### config.mk
export PLATFORM = sky130hd
export DESIGN_NAME = mem_arbiter
export DESIGN_NICKNAME = d
export VERILOG_FILES = /design/src/rtl/mem_arbiter.sv
export SDC_FILE = /design/constraint.sdc
export NUM_CORES = 1
export LEC_CHECK = 0
export ABC_AREA = 0
export BUFFER_PORTS_ARGS = -buffer_cell sky130_fd_sc_hd__buf_2
export CORE_AREA = 8 8 200 202
export CTS_BUF_LIST = sky130_fd_sc_hd__clkbuf_8
export DETAILED_ROUTE_END_ITERATION = 16
export DIE_AREA = 0 0 208 210
export PLACE_DENSITY_LB_ADDON = 0.15
export SLEW_MARGIN = 20
export SYNTH_ARGS = -nofsm -noshare
export SYNTH_HDL_FRONTEND = slang
export SYNTH_SLANG_ARGS = --single-unit
### constraint.sdc
create_clock -name clk -period 4 [get_ports clk]
set_input_delay 0.8 -clock clk [delete_from_list [all_inputs] [get_ports clk]]
set_output_delay 0.8 -clock clk [all_outputs]
set_load 0.03 [all_outputs]
### src/rtl/mem_arbiter.sv
// Two-requester (fetch / data) arbiter in front of a single-port unified memory, one transaction outstanding.
// Define MEM_ARB_RR_EN for alternating priority on contention; default is fixed data-over-fetch priority.
module mem_arbiter #(
   parameter int ADDR_W = 64,
   parameter int DATA_W = 64
) (
   input  logic              clk,
   input  logic              rst,
   // instruction fetch port (read only)
   input  logic              if_req,
   input  logic [ADDR_W-1:0] if_addr,
   output logic              if_gnt,
   output logic              if_rvalid,
   output logic [DATA_W-1:0] if_rdata,
   // data port
   input  logic              d_req,
   input  logic              d_we,
   input  logic [ADDR_W-1:0] d_addr,
   input  logic [DATA_W-1:0] d_wdata,
   output logic              d_gnt,
   output logic              d_rvalid,
   output logic [DATA_W-1:0] d_rdata,
   // memory port
   output logic              mem_valid,
   output logic              mem_we,
   output logic [ADDR_W-1:0] mem_addr,
   output logic [DATA_W-1:0] mem_wdata,
   input  logic              mem_ready,
   input  logic              mem_rvalid,
   input  logic [DATA_W-1:0] mem_rdata
);

   localparam logic [1:0] IDLE  = 2'd0;
   localparam logic [1:0] ISSUE = 2'd1;
   localparam logic [1:0] WAIT  = 2'd2;

   localparam logic OWN_FETCH = 1'b0;
   localparam logic OWN_DATA  = 1'b1;

   logic [1:0] state;
   logic       owner;
   logic       pick_data;
   logic       accept;
   logic       resp;

`ifdef MEM_ARB_RR_EN
   // rr_fetch = 1: fetch wins the next contention
   logic rr_fetch;

   always_ff @(posedge clk) begin
      if (rst) begin
         rr_fetch <= 1'b1;
      end else if (accept) begin
         rr_fetch <= (owner == OWN_DATA);
      end
   end

   always_comb begin
      pick_data = d_req & (~if_req | ~rr_fetch);
   end
`else
   always_comb begin
      pick_data = d_req;
   end
`endif

   always_comb begin
      mem_valid = (state == ISSUE);
      accept    = mem_valid & mem_ready;
      resp      = (state == WAIT) & mem_rvalid;
      if_gnt    = accept & (owner == OWN_FETCH);
      d_gnt     = accept & (owner == OWN_DATA);
      if_rvalid = resp & (owner == OWN_FETCH);
      d_rvalid  = resp & (owner == OWN_DATA);
      if_rdata  = if_rvalid ? mem_rdata : '0;
      // stores complete with a response pulse but carry no data back
      d_rdata   = (d_rvalid & ~mem_we) ? mem_rdata : '0;
   end

   always_ff @(posedge clk) begin
      if (rst) begin
         state     <= IDLE;
         owner     <= OWN_DATA;
         mem_we    <= 1'b0;
         mem_addr  <= '0;
         mem_wdata <= '0;
      end else begin
         case (state)
            IDLE: begin
               if (if_req | d_req) begin
                  state     <= ISSUE;
                  owner     <= pick_data ? OWN_DATA : OWN_FETCH;
                  mem_we    <= pick_data & d_we;
                  mem_addr  <= pick_data ? d_addr : if_addr;
                  mem_wdata <= pick_data ? d_wdata : '0;
               end
            end
            ISSUE: begin
               if (mem_ready) begin
                  state <= WAIT;
               end
            end
            WAIT: begin
               if (mem_rvalid) begin
                  state <= IDLE;
               end
            end
            default: begin
               state <= IDLE;
            end
         endcase
      end
   end

endmodule

# Word-level counts from Yosys, hierarchy flattened

Cells that the tools add are included.

Reduce and logical (&&, ||, !) cells: 3
Bitwise logic cells: 11
Equality and inequality tests: 5
Multiplexer cells: 9

Operators by type and width:

| cell                                          | count |
|---|---|
| 2-to-1 mux 64 bit                             | 4 |
| bitwise AND 1 bit                             | 8 |
| 2-to-1 mux 2 bit                              | 3 |
| case mux 2 bit (3 select lines)               | 1 |
| != test 2 bit, second input constant          | 2 |
| AND reduction 3 bit                           | 1 |
| == test 2 x 1 -> 1 bit, second input constant | 1 |
| == test 2 bit, second input constant          | 1 |
| zero test 2 bit                               | 1 |
| != test 2 x 1 -> 1 bit, second input constant | 1 |
| inverter 1 bit                                | 2 |
| AND reduction 2 bit                           | 1 |
| 2-to-1 mux 1 bit                              | 1 |
| bitwise OR 1 bit                              | 1 |

Logic and storage cells: 33
Output and inout bits: 262
Register bits after elaboration: 132

# Longest topological paths before layout

Gate-level depths: netlist (run 1).

Depth after elaboration: 5
Gate-level depth with buffers: 5
Depth with buffers taken out: 3

# Least setup slack after synthesis (run 1)

No wires, ideal clock.

Kind: input-to-output
Start: input port mem_rvalid
End: output port d_rdata[10]
Cell stages on the path: 5
Arrival time: 1.924 ns
Path slack: 1.276 ns
Buffers on the path: 2
Required time: 3.200 ns
Cell sequence: and4b_1 -> nor2b_1 -> buf_4 -> buf_6 -> and2_1

Word-level cells in the longest chain between the ends: 4

Ends and longest elaborated chain:

| what               | RTL line | RTL |
|---|---|---|
| start: declaration | 29       | `input logic mem_rvalid,` |
| bitwise AND 1 bit  | 70       | `resp = (state == WAIT) & mem_rvalid;` |
| bitwise AND 1 bit  | 74       | `d_rvalid = resp & (owner == OWN_DATA);` |
| bitwise AND 1 bit  | 77       | `d_rdata = (d_rvalid & ~mem_we) ? mem_rdata : '0;` |
| 2-to-1 mux 64 bit  | 77       |  |
| end: declaration   | 22       | `output logic [DATA_W-1:0] d_rdata,` |

No other way between the ends.

# Worst setup path in the final report (run 1)

Start: register state[1]
End: output port d_rdata[59]

Word-level cells in the longest chain between the ends: 5

Ends and longest elaborated chain:

| what                     | RTL line | RTL |
|---|---|---|
| start: declaration       | 40       | `logic [1:0] state;` |
| start signal: assignment | 82       | `state <= IDLE;` |
| start signal: assignment | 91       | `state <= ISSUE;` |
| start signal: assignment | 100      | `state <= WAIT;` |
| == test 2 bit            | 70       |  |
| bitwise AND 1 bit        | 70       |  |
| bitwise AND 1 bit        | 74       |  |
| bitwise AND 1 bit        | 77       |  |
| 2-to-1 mux 64 bit        | 77       |  |

No other way between the ends.

==> results of run 1 <==
[per-layer routing]
metal / vias up / global-route usage, %
met2: 379 / 29.9
met5: - / 0
met3: 82 / 5.94
met1: 3241 / 15.1
met4: 12 / 6.14
li1: 3540 / -
[how the worst max path moves through the flow]
stage	startpoint	end	slack (ns)	cells past startpoint
floorplan	mem_rvalid	d_rdata[10]	1.28	5
global placement	d_req	mem_addr[15]	1.12	5
detailed placement	mem_rvalid	d_rdata[59]	1.07	6
CTS	state[1]	d_rdata[59]	0.86	5
global route	state[1]	d_rdata[59]	0.72	5
finish	state[1]	d_rdata[59]	0.94	5
[worst max-delay path: stages (launching register included)]
cell and delay, ns:
sky130_fd_sc_hd__dfxtp_1 0.55, sky130_fd_sc_hd__and4b_1 0.28, sky130_fd_sc_hd__nor2b_2 0.14, sky130_fd_sc_hd__buf_4 0.41, sky130_fd_sc_hd__and2_1 0.21, sky130_fd_sc_hd__buf_2 0.20
[registers in the layout, summed over array words and instances, names as in the netlist]
register,flops
state,2
mem_wdata,64
owner,1
mem_addr,64
mem_we,1
[stage by stage]
stage | setup slack [ns] | instance area, sq um
finish | 0.937 | 9640
global route | 0.722 | 9640
CTS | 0.862 | 9620
detailed placement | 1.07 | 9270
global placement | 1.12 | 9270
floorplan | 1.28 | 6350
[cell type report]
cell class | instances | area share (%)
Multi-Input combinational cell | 535 | 34.3
Timing Repair Buffer | 535 | 28.2
Sequential cell | 132 | 27.4
Tap cell | 474 | 6.15
Clock buffer | 18 | 2.57
Clock inverter | 14 | 1.10
Antenna cell | 8 | 0.208
[logic make-up after synthesis]
group,Yosys count,share of synthesized area (%)
AOI/OAI and AO/OA,261,23.2
and+or+nand+nor,210,18.3
DFF,132,41.6
buffers and inverters,77,6.80
muxes,64,10.1
[cells in the mapped netlist]
master	number
sky130_fd_sc_hd__clkbuf_1	23
sky130_fd_sc_hd__nor2b_1	2
sky130_fd_sc_hd__buf_6	6
sky130_fd_sc_hd__nand2b_1	1
sky130_fd_sc_hd__nor2_1	3
sky130_fd_sc_hd__clkbuf_4	2
sky130_fd_sc_hd__or2_1	1
sky130_fd_sc_hd__a21oi_1	131
sky130_fd_sc_hd__o21ai_0	65
sky130_fd_sc_hd__a211oi_1	64
sky130_fd_sc_hd__and2_1	128
sky130_fd_sc_hd__and3_1	1
sky130_fd_sc_hd__buf_2	29
sky130_fd_sc_hd__a211o_1	1
sky130_fd_sc_hd__buf_4	13
sky130_fd_sc_hd__nor3b_2	1
sky130_fd_sc_hd__nor2_8	1
sky130_fd_sc_hd__dfxtp_1	132
sky130_fd_sc_hd__or2_2	1
sky130_fd_sc_hd__nand2_1	68
sky130_fd_sc_hd__clkbuf_2	4
sky130_fd_sc_hd__nor4bb_1	1
sky130_fd_sc_hd__and4b_1	1
sky130_fd_sc_hd__nor2_2	1
sky130_fd_sc_hd__mux2i_1	64
[power groups by stage]
| stage | sequential [W] | combinational (W) | clock, W |
|---|---|---|---|
| after floorplan | 0.00176 | 0.000375 | 0 |
| after global placement | 0.00153 | 0.00101 | 0 |
| after detailed placement | 0.00153 | 0.00101 | 0 |
| after CTS | 0.00150 | 0.00101 | 0.00112 |
| after global routing | 0.00152 | 0.00107 | 0.00118 |
| final | 0.00150 | 0.000985 | 0.00107 |
[cells in the final DEF (no fill, tap or decap), types with 2 or more instances in the layout]
cell type / n
sky130_fd_sc_hd__buf_2: 522
sky130_fd_sc_hd__dfxtp_1: 132
sky130_fd_sc_hd__a21oi_1: 131
sky130_fd_sc_hd__and2_1: 128
sky130_fd_sc_hd__nand2_1: 68
sky130_fd_sc_hd__o21ai_0: 65
sky130_fd_sc_hd__mux2i_1: 64
sky130_fd_sc_hd__a211oi_1: 64
sky130_fd_sc_hd__clkbuf_8: 18
sky130_fd_sc_hd__buf_4: 12
sky130_fd_sc_hd__diode_2: 8
sky130_fd_sc_hd__clkinvlp_4: 6
sky130_fd_sc_hd__inv_6: 4
sky130_fd_sc_hd__nor2_1: 2
sky130_fd_sc_hd__or2_2: 2
sky130_fd_sc_hd__nor2_4: 2
sky130_fd_sc_hd__clkinv_4: 2
==> out/results.tsv, run 1 <==
stage	metric	value	unit
sta	final critical delay including setup and external delays	3.06	ns
critical_path	Critical Path Fanout Max	64	
route	routed wirelength normalized by instance count	21.0	um
hold_path	WHS Endpoint	mem_wdata[7]	
layout	area used by multi-input combinational logic	3310	sq um
die	area enclosed by the die boundary	43700	sq um
global_route	first-pass GRT wire length	51300	um
synth	flip-flop and latch count after synthesis	132	
route	per-cell via count in the routed design	4.23	
layout	proportion of layout cells with a drive suffix above 1	46.5	%
route	Routed met3 length	2850	um
route	total length of routed wires	36100	um
layout	area growth from synthesis to layout	51.9	%
clocking	clock latency on the worst-skew pair	0.45	ns
global_route	Tot GR Track Use	15.7	%
power_and_ir_drop	switching part of the total	37.8	%
critical_path	R2R depth	3	
clocking	number of H-tree levels	4	
critical_path	CP endpoint kind	output port	
route	met2 WL post-DR	19100	um
clocking	CTS tree	done	
clocking	Reg clk slew, reported paths	0.08	ns
synth	cell count after synthesis	744	
synth	Warnings, synthesis	0	
power_and_ir_drop	cell area power density	369	nW/um^2
layout	post-route insts no fill	1716	
die	overall die width	208	um
critical_path	setup slack on the worst flop-to-flop path	2.01	ns
sta	Max Clk Rate	0.326	GHz
hold_path	depth of the worst hold-timing path	2	
synth	post-synthesis cell type count	25	
clocking	number of buffers on the longest clock path	2	
power_and_ir_drop	net switching power figure	0.00134	W
global_route	maximum number of pins on one net before global-route repair	133	
layout	total of fill cells in the finished design	4179	
route	number of detailed-routing iterations run before antenna repair	4	
global_route	overflow left after global routing	0	
layout	net total in the final layout	1484	
power_and_ir_drop	overall power	0.00355	W
synth	Post-Syn Nets	1007	
clocking	cells resized by post-CTS repair	0	
synth	area share of the largest cell type after synthesis	41.6	%
die	vertical die dimension	210	um
synth	cell types occupying the most area after synthesis	sky130_fd_sc_hd__dfxtp_1 42%, sky130_fd_sc_hd__and2_1 13%, sky130_fd_sc_hd__a21oi_1 10%	
power_and_ir_drop	combinational share of power	27.7	%
sta	count of final max-slew check failures	0	
power_and_ir_drop	Clk pwr share	30.0	%
synth	mean post-synth cell area	8.53	sq um
critical_path	Critical Path AT	2.26	ns
power_and_ir_drop	internal power consumption	0.00221	W
clocking	Clk Tree Root Cell	sky130_fd_sc_hd__clkbuf_8	
layout	share of the core filled with cells in the final layout	26.1	%
synth	mapped cell area	6350	sq um
clocking	buffers inserted by post-CTS timing repair	0	
route	antenna-violating nets left	0	
placed_design	HPWL reported at the end of detailed placement	28600	um
die	number of top-level pins	525	
die	Initial Util	17.2	%
sta	final setup TNS	0	ns
run	number of max-cap violations	0	
sta	final hold slack	0.472	ns
route	met1 WL	12800	um
clocking	TritonCTS Buffers	17	
sta	share of the clock period used by the worst path after layout	76.6	%
sta	setup repair after global routing missed its margin	false	
global_route	initial antenna violation count	34	
route	Residual DRC	0	
die	area of the core	37000	sq um
clocking	total number of clock tree sinks	132	
hold_path	launch point of the worst hold path	mem_wdata[7]	
critical_path	path type of the worst setup path	flop to output port	
sta	number of hold violations in the final report	0	
sta	worst slew margin relative to its limit	32.5	%
route	initial DRC count	390	
critical_path	startpoint type of the worst setup path	flop	
hold_path	path type of the worst min-delay path	flop to flop	
placed_design	number of buffer cells added on primary ports	524	
critical_path	end of the worst register-to-register path	mem_addr[20]	
route	uppermost layer routed	met5	
power_and_ir_drop	part of the power in registers	42.3	%
clocking	post-cts hold buffer count	0	
layout	combined flip-flop and latch cell area	2640	sq um
synth	Yosys top cell by area	sky130_fd_sc_hd__dfxtp_1	
sta	number of setup violations in the final report	0	
die	Site Rows	71	
critical_path	Reg-to-Reg Start	state[1]	
placed_design	Post-Place Cells	1676	
sta	worst-margin pin slew	1.01	ns
global_route	number of global-route vias before repair	7612	
power_and_ir_drop	leakage	4.97	nW
route	DR vias	7254	
placed_design	global placer's final weighted congestion	0.896	
run_status	run status	complete, no violations	
power_and_ir_drop	worst voltage drop across the vdd grid	0.176	mV
critical_path	Worst EP required	3.20	ns
synth	share of synthesized area occupied by flip-flops and latches	41.6	%
sta	setup skew after layout	0.0150	ns
No activity file was read; power rests on OpenSTA's default activity.
==> inputs of run 2 (changes only) <==
clock period = 3.03 ns   (was 4 ns; I/O delays follow)
==> out/results.tsv, run 2 (synthesis gave the netlist of run 1 again) <==
stage	metric	value	unit	change
sta	worst-margin pin slew	0.968	ns	-0.0450 ns
layout	net total in the final layout	1485		+0.067%
sta	final hold slack	0.390	ns	-0.0823 ns
route	total length of routed wires	35900	um	-0.65%
critical_path	startpoint type of the worst setup path	flop		
sta	final setup TNS	0	ns	unchanged
global_route	maximum number of pins on one net before global-route repair	68		-49%
power_and_ir_drop	cell area power density	492	nW/um^2	+33%
power_and_ir_drop	leakage	5.02	nW	+1.0%
die	Site Rows	71		unchanged
placed_design	Post-Place Cells	1677		+0.060%
layout	most common library cell in the layout ignoring fill and taps	sky130_fd_sc_hd__buf_2		
power_and_ir_drop	worst voltage drop across the vdd grid	0.200	mV	+13%
placed_design	HPWL reported at the end of detailed placement	28900	um	+1.2%
critical_path	chain of cells forming the critical path	and4b_1, nor2b_2, buf_12, and2_1, buf_2		
critical_path	delay contributed by the slowest stage of the critical path	0.55	ns	about the same
run_status	run status	complete, no violations		
clocking	number of buffers on the longest clock path	2		unchanged
route	initial DRC count	374		-4.1%
placed_design	global placer's final weighted congestion	0.916		+2.2%
run	number of max-cap violations	0		unchanged
layout	most frequent cells in the layout	522 x sky130_fd_sc_hd__buf_2, 132 x sky130_fd_sc_hd__dfxtp_1, 131 x sky130_fd_sc_hd__a21oi_1		
global_route	initial antenna violation count	33		-2.9%
die	area enclosed by the die boundary	43700	sq um	unchanged
layout	design area	9760	sq um	+1.2%
critical_path	Worst path top cell family by delay	simple AND/OR/NAND/NOR gates		
route	routed wirelength normalized by instance count	20.9	um	-0.77%
clocking	post-cts hold buffer count	0		unchanged
route	DR vias	7237		-0.23%
route	Residual DRC	0		unchanged
critical_path	CP endpoint kind	output port		
critical_path	Worst Path Buf+Inv	2		unchanged
sta	number of hold violations in the final report	0		unchanged
die	overall die width	208	um	unchanged
clocking	cells resized by post-CTS repair	0		unchanged
sta	Max Clk Rate	0.374	GHz	
clocking	TritonCTS Buffers	17		unchanged
global_route	overflow left after global routing	0		unchanged
layout	post-route insts no fill	1718		+0.12%
global_route	number of global-route vias before repair	7522		-1.2%
clocking	clock latency on the worst-skew pair	0.45	ns	about the same
layout	proportion of layout cells with a drive suffix above 1	46.6	%	about the same
layout	biggest registers after layout	mem_addr (64), mem_wdata (64), state (2)		
die	number of top-level pins	525		unchanged
sta	count of final max-slew check failures	0		unchanged
die	vertical die dimension	210	um	unchanged
critical_path	cell at the slowest stage of the critical path	sky130_fd_sc_hd__dfxtp_1		
sta	setup skew after layout	0.0168	ns	+0.00179 ns
die	Initial Util	17.2	%	unchanged
power_and_ir_drop	overall power	0.00480	W	+35%
die	area of the core	37000	sq um	unchanged
sta	number of setup violations in the final report	0		unchanged
placed_design	placed cell areas	9350	sq um	+0.89%
clocking	buffers inserted by post-CTS timing repair	0		unchanged
sta	share of the clock period used by the worst path after layout	88.2	%	
route	per-cell via count in the routed design	4.21		-0.35%
critical_path	Critical Path AT	2.07	ns	-0.19 ns
global_route	first-pass GRT wire length	50900	um	-0.69%
critical_path	Worst EP required	2.42	ns	-0.78 ns
layout	area growth from synthesis to layout	53.7	%	
global_route	Tot GR Track Use	15.6	%	-0.093 points
route	antenna-violating nets left	0		unchanged
route	number of detailed-routing iterations run before antenna repair	4		unchanged
sta	worst slew margin relative to its limit	35.5	%	+3.0 points
clocking	Clk Tree Root Cell	sky130_fd_sc_hd__clkbuf_8		
clocking	CTS tree	done		
critical_path	Critical Path Fanout Max	64		unchanged
critical_path	path type of the worst setup path	flop to output port		
placed_design	number of buffer cells added on primary ports	524		unchanged
hold_path	path type of the worst min-delay path	input port to flop		
clocking	Reg clk slew, reported paths	0.09	ns	about the same
layout	total of fill cells in the finished design	4178		-0.024%
sta	setup repair after global routing missed its margin	false		
sta	final critical delay including setup and external delays	2.67	ns	
clocking	total number of clock tree sinks	132		unchanged
clocking	number of H-tree levels	4		unchanged
run 2: power by group:
group,total [W],switching (W),internal (W)
registers,0.00198,0.0000871,0.00190
clock network,0.00150,0.000798,0.000705
logic,0.00131,0.000874,0.000440
total,0.00480,0.00176,0.00304
run 2: stage by stage:
step | worst slack [ns] | util [%]
after floorplan | 0.694 | -
final | 0.357 | 26.4
after global placement | 0.667 | 25.3
after global routing | 0.178 | 26.4
after detailed placement | 0.674 | 25.3
after CTS | 0.288 | 26.4
run 2: final timing paths:
check / start / end / slack, ns / depth (start not counted)
min reg2reg: mem_wdata[21] / mem_wdata[21] / 0.47 / 2
min: d_wdata[61] / mem_wdata[61] / 0.39 / 3
max: state[1] / d_rdata[49] / 0.36 / 5
max reg2reg: state[1] / mem_addr[28] / 1.09 / 3
run 2: final cells by class:
| type | count | area (sq um) | share of cell area, % |
|---|---|---|---|
| Antenna cell | 9 | 22.5 | 0.231 |
| Clock buffer | 19 | 262 | 2.68 |
| Clock inverter | 13 | 125 | 1.28 |
| Multi-Input combinational cell | 535 | 3310 | 33.9 |
| Sequential cell | 132 | 2640 | 27.1 |
| Tap cell | 474 | 593 | 6.08 |
| Timing Repair Buffer | 536 | 2810 | 28.7 |
run 2: metal layers:
layer	share of wire [%]	global-route usage [%]	wire [um]
met2	53	29.7	19000
met3	8.1	6.00	2910
met4	3.0	5.63	1070
met5	0.30	0	107
met1	36	15.1	12800
run 2: worst register-to-register path, cell delays in order, from the launching register on:
cell	delay, ns
sky130_fd_sc_hd__dfxtp_1	0.42
sky130_fd_sc_hd__or2_2	0.40
sky130_fd_sc_hd__nor2_8	0.72
sky130_fd_sc_hd__a211oi_1	0.24
==> inputs of run 3 (changes only) <==
clock period = 2.74 ns   (was 3.03 ns; I/O delays follow)
==> out/results.tsv, run 3 (synthesis gave the netlist of run 1 again) <==
stage	metric	value	unit	change
route	Residual DRC	0		unchanged
critical_path	CP endpoint kind	output port		
sta	share of the clock period used by the worst path after layout	94.0	%	
run	number of max-cap violations	0		unchanged
clocking	clock latency on the worst-skew pair	0.45	ns	about the same
route	antenna-violating nets left	0		unchanged
critical_path	R2R depth	4		+1
die	area of the core	37000	sq um	unchanged
route	uppermost layer routed	met5		
sta	final setup TNS	0	ns	unchanged
route	Routed met3 length	3090	um	+6.2%
layout	proportion of layout cells with a drive suffix above 1	46.7	%	+0.17 points
sta	count of final max-slew check failures	0		unchanged
layout	most common library cell in the layout ignoring fill and taps	sky130_fd_sc_hd__buf_2		
critical_path	startpoint type of the worst setup path	flop		
sta	worst slew margin relative to its limit	50.1	%	+15 points
global_route	overflow left after global routing	0		unchanged
global_route	initial antenna violation count	34		+3.0%
hold_path	path type of the worst min-delay path	input port to flop		
die	area enclosed by the die boundary	43700	sq um	unchanged
critical_path	delay contributed by the slowest stage of the critical path	0.43	ns	-0.12 ns
die	number of top-level pins	525		unchanged
global_route	Tot GR Track Use	15.6	%	about the same
sta	setup repair after global routing missed its margin	false		
clocking	number of buffers on the longest clock path	2		unchanged
sta	number of setup violations in the final report	0		unchanged
sta	number of hold violations in the final report	0		unchanged
placed_design	number of buffer cells added on primary ports	524		unchanged
die	Initial Util	17.2	%	unchanged
placed_design	global placer's final weighted congestion	0.885		-3.4%
sta	Max Clk Rate	0.388	GHz	
global_route	maximum number of pins on one net before global-route repair	133		+96%
clocking	Reg clk slew, reported paths	0.09	ns	about the same
route	routed wirelength normalized by instance count	21.0	um	+0.39%
critical_path	Critical Path Fanout Max	64		unchanged
placed_design	HPWL reported at the end of detailed placement	28800	um	-0.22%
power_and_ir_drop	cell area power density	550	nW/um^2	+12%
clocking	Clk Tree Root Cell	sky130_fd_sc_hd__clkbuf_8		
clocking	post-cts hold buffer count	0		unchanged
route	met2 WL post-DR	19000	um	+0.36%
route	DR vias	7283		+0.64%
critical_path	Worst EP required	2.19	ns	-0.23 ns
layout	post-route insts no fill	1719		+0.058%
global_route	number of global-route vias before repair	7547		+0.33%
sta	worst-margin pin slew	0.749	ns	-0.219 ns
critical_path	Worst Path Buf+Inv	2		unchanged
critical_path	setup slack on the worst flop-to-flop path	1.01	ns	-0.08 ns
clocking	total number of clock tree sinks	132		unchanged
die	vertical die dimension	210	um	unchanged
sta	setup skew after layout	0.0147	ns	-0.00216 ns
critical_path	Worst path top cell family by delay	simple AND/OR/NAND/NOR gates		
critical_path	Critical Path AT	2.03	ns	-0.04 ns
route	met1 WL	12500	um	-2.4%
route	number of detailed-routing iterations run before antenna repair	4		unchanged
placed_design	Post-Place Cells	1679		+0.12%
global_route	first-pass GRT wire length	50900	um	about the same
hold_path	WHS Endpoint	mem_wdata[47]		
route	per-cell via count in the routed design	4.24		+0.58%
layout	combined flip-flop and latch cell area	2640	sq um	about the same
hold_path	launch point of the worst hold path	d_wdata[47]		
layout	net total in the final layout	1487		+0.13%
power_and_ir_drop	worst voltage drop across the vdd grid	0.253	mV	+26%
clocking	CTS tree	done		
critical_path	Reg-to-Reg Start	state[0]		
clocking	TritonCTS Buffers	17		unchanged
route	initial DRC count	332		-11%
sta	final critical delay including setup and external delays	2.57	ns	
run_status	run status	complete, no violations		
layout	biggest registers after layout	mem_addr (64), mem_wdata (64), state (2)		
clocking	number of H-tree levels	4		unchanged
die	overall die width	208	um	unchanged
critical_path	path type of the worst setup path	flop to output port		
route	total length of routed wires	36000	um	+0.45%
layout	area used by multi-input combinational logic	3310	sq um	unchanged
critical_path	chain of cells forming the critical path	and4b_1, nor2b_2, buf_12, and2_1, buf_2		
layout	most frequent cells in the layout	522 x sky130_fd_sc_hd__buf_2, 131 x sky130_fd_sc_hd__a21oi_1, 131 x sky130_fd_sc_hd__dfxtp_1		
critical_path	cell at the slowest stage of the critical path	sky130_fd_sc_hd__dfxtp_1		
layout	area growth from synthesis to layout	54.0	%	
hold_path	depth of the worst hold-timing path	3		unchanged
layout	total of fill cells in the finished design	4133		-1.1%
die	Site Rows	71		unchanged
critical_path	end of the worst register-to-register path	mem_addr[30]		
power_and_ir_drop	leakage	5.03	nW	+0.32%
-- run 3: cell count changes in the layout (fill, tap and decap cells not counted), sizes merged --
cell and delta:
clkbuf -1, diode -1, clkinvlp -1, clkinv +1, buf +2, bufinv +1
-- run 3: final cells by class --
type,count,area share [%]
multi-input combinational,535,33.9
clock inverter,14,1.56
timing repair buffer,538,28.7
clock buffer,18,2.53
tap,474,6.07
sequential,132,27.0
antenna,8,0.205
-- run 3: repair_timing --
action                     4_1_cts  5_1_grt
buffers inserted                 0        0
setup endpoints to repair        0       61
resized for setup                0        1
-- run 3: how the worst max path moves through the flow --
stage / cells past startpoint / startpoint / slack [ns] / end
2_1_floorplan: 5 / mem_rvalid / 0.52 / d_rdata[10]
3_3_place_gp: 5 / mem_rvalid / 0.50 / if_rdata[35]
3_5_place_dp: 5 / mem_rvalid / 0.47 / if_rdata[35]
4_1_cts: 5 / state[1] / 0.07 / d_rdata[4]
5_1_grt: 5 / state[0] / 0.02 / d_rdata[47]
6_report: 5 / state[0] / 0.17 / d_rdata[59]
-- run 3: report_power, final --
group          total (W)  internal (W)  switching, W
clock            0.00172      0.000845      0.000876
sequential       0.00219       0.00210     0.0000939
combinational    0.00147      0.000492      0.000975
-- run 3: through the flow --
stage	cell area, sq um	total power, W	worst slack (ns)	hold WS (ns)	util, %
after floorplan	6350	0.00312	0.520	0.489	-
after global placement	9350	0.00374	0.496	0.455	25.3
after detailed placement	9350	0.00373	0.471	0.460	25.3
after CTS	9750	0.00552	0.0655	0.278	26.4
after global routing	9780	0.00568	0.0202	0.289	26.5
final	9780	0.00538	0.165	0.334	26.5
-- run 3: per-layer routing --
| metal | global-route usage, % | up-vias |
|---|---|---|
| met5 | 0 | - |
| met2 | 29.7 | 393 |
| met3 | 6.39 | 90 |
| li1 | - | 3540 |
| met1 | 14.7 | 3244 |
| met4 | 6.22 | 16 |
-- run 3: worst min-delay path, cell delays in order --
cell	delay (ns)
sky130_fd_sc_hd__buf_2	0.10
sky130_fd_sc_hd__nand2_1	0.04
sky130_fd_sc_hd__a21oi_1	0.05
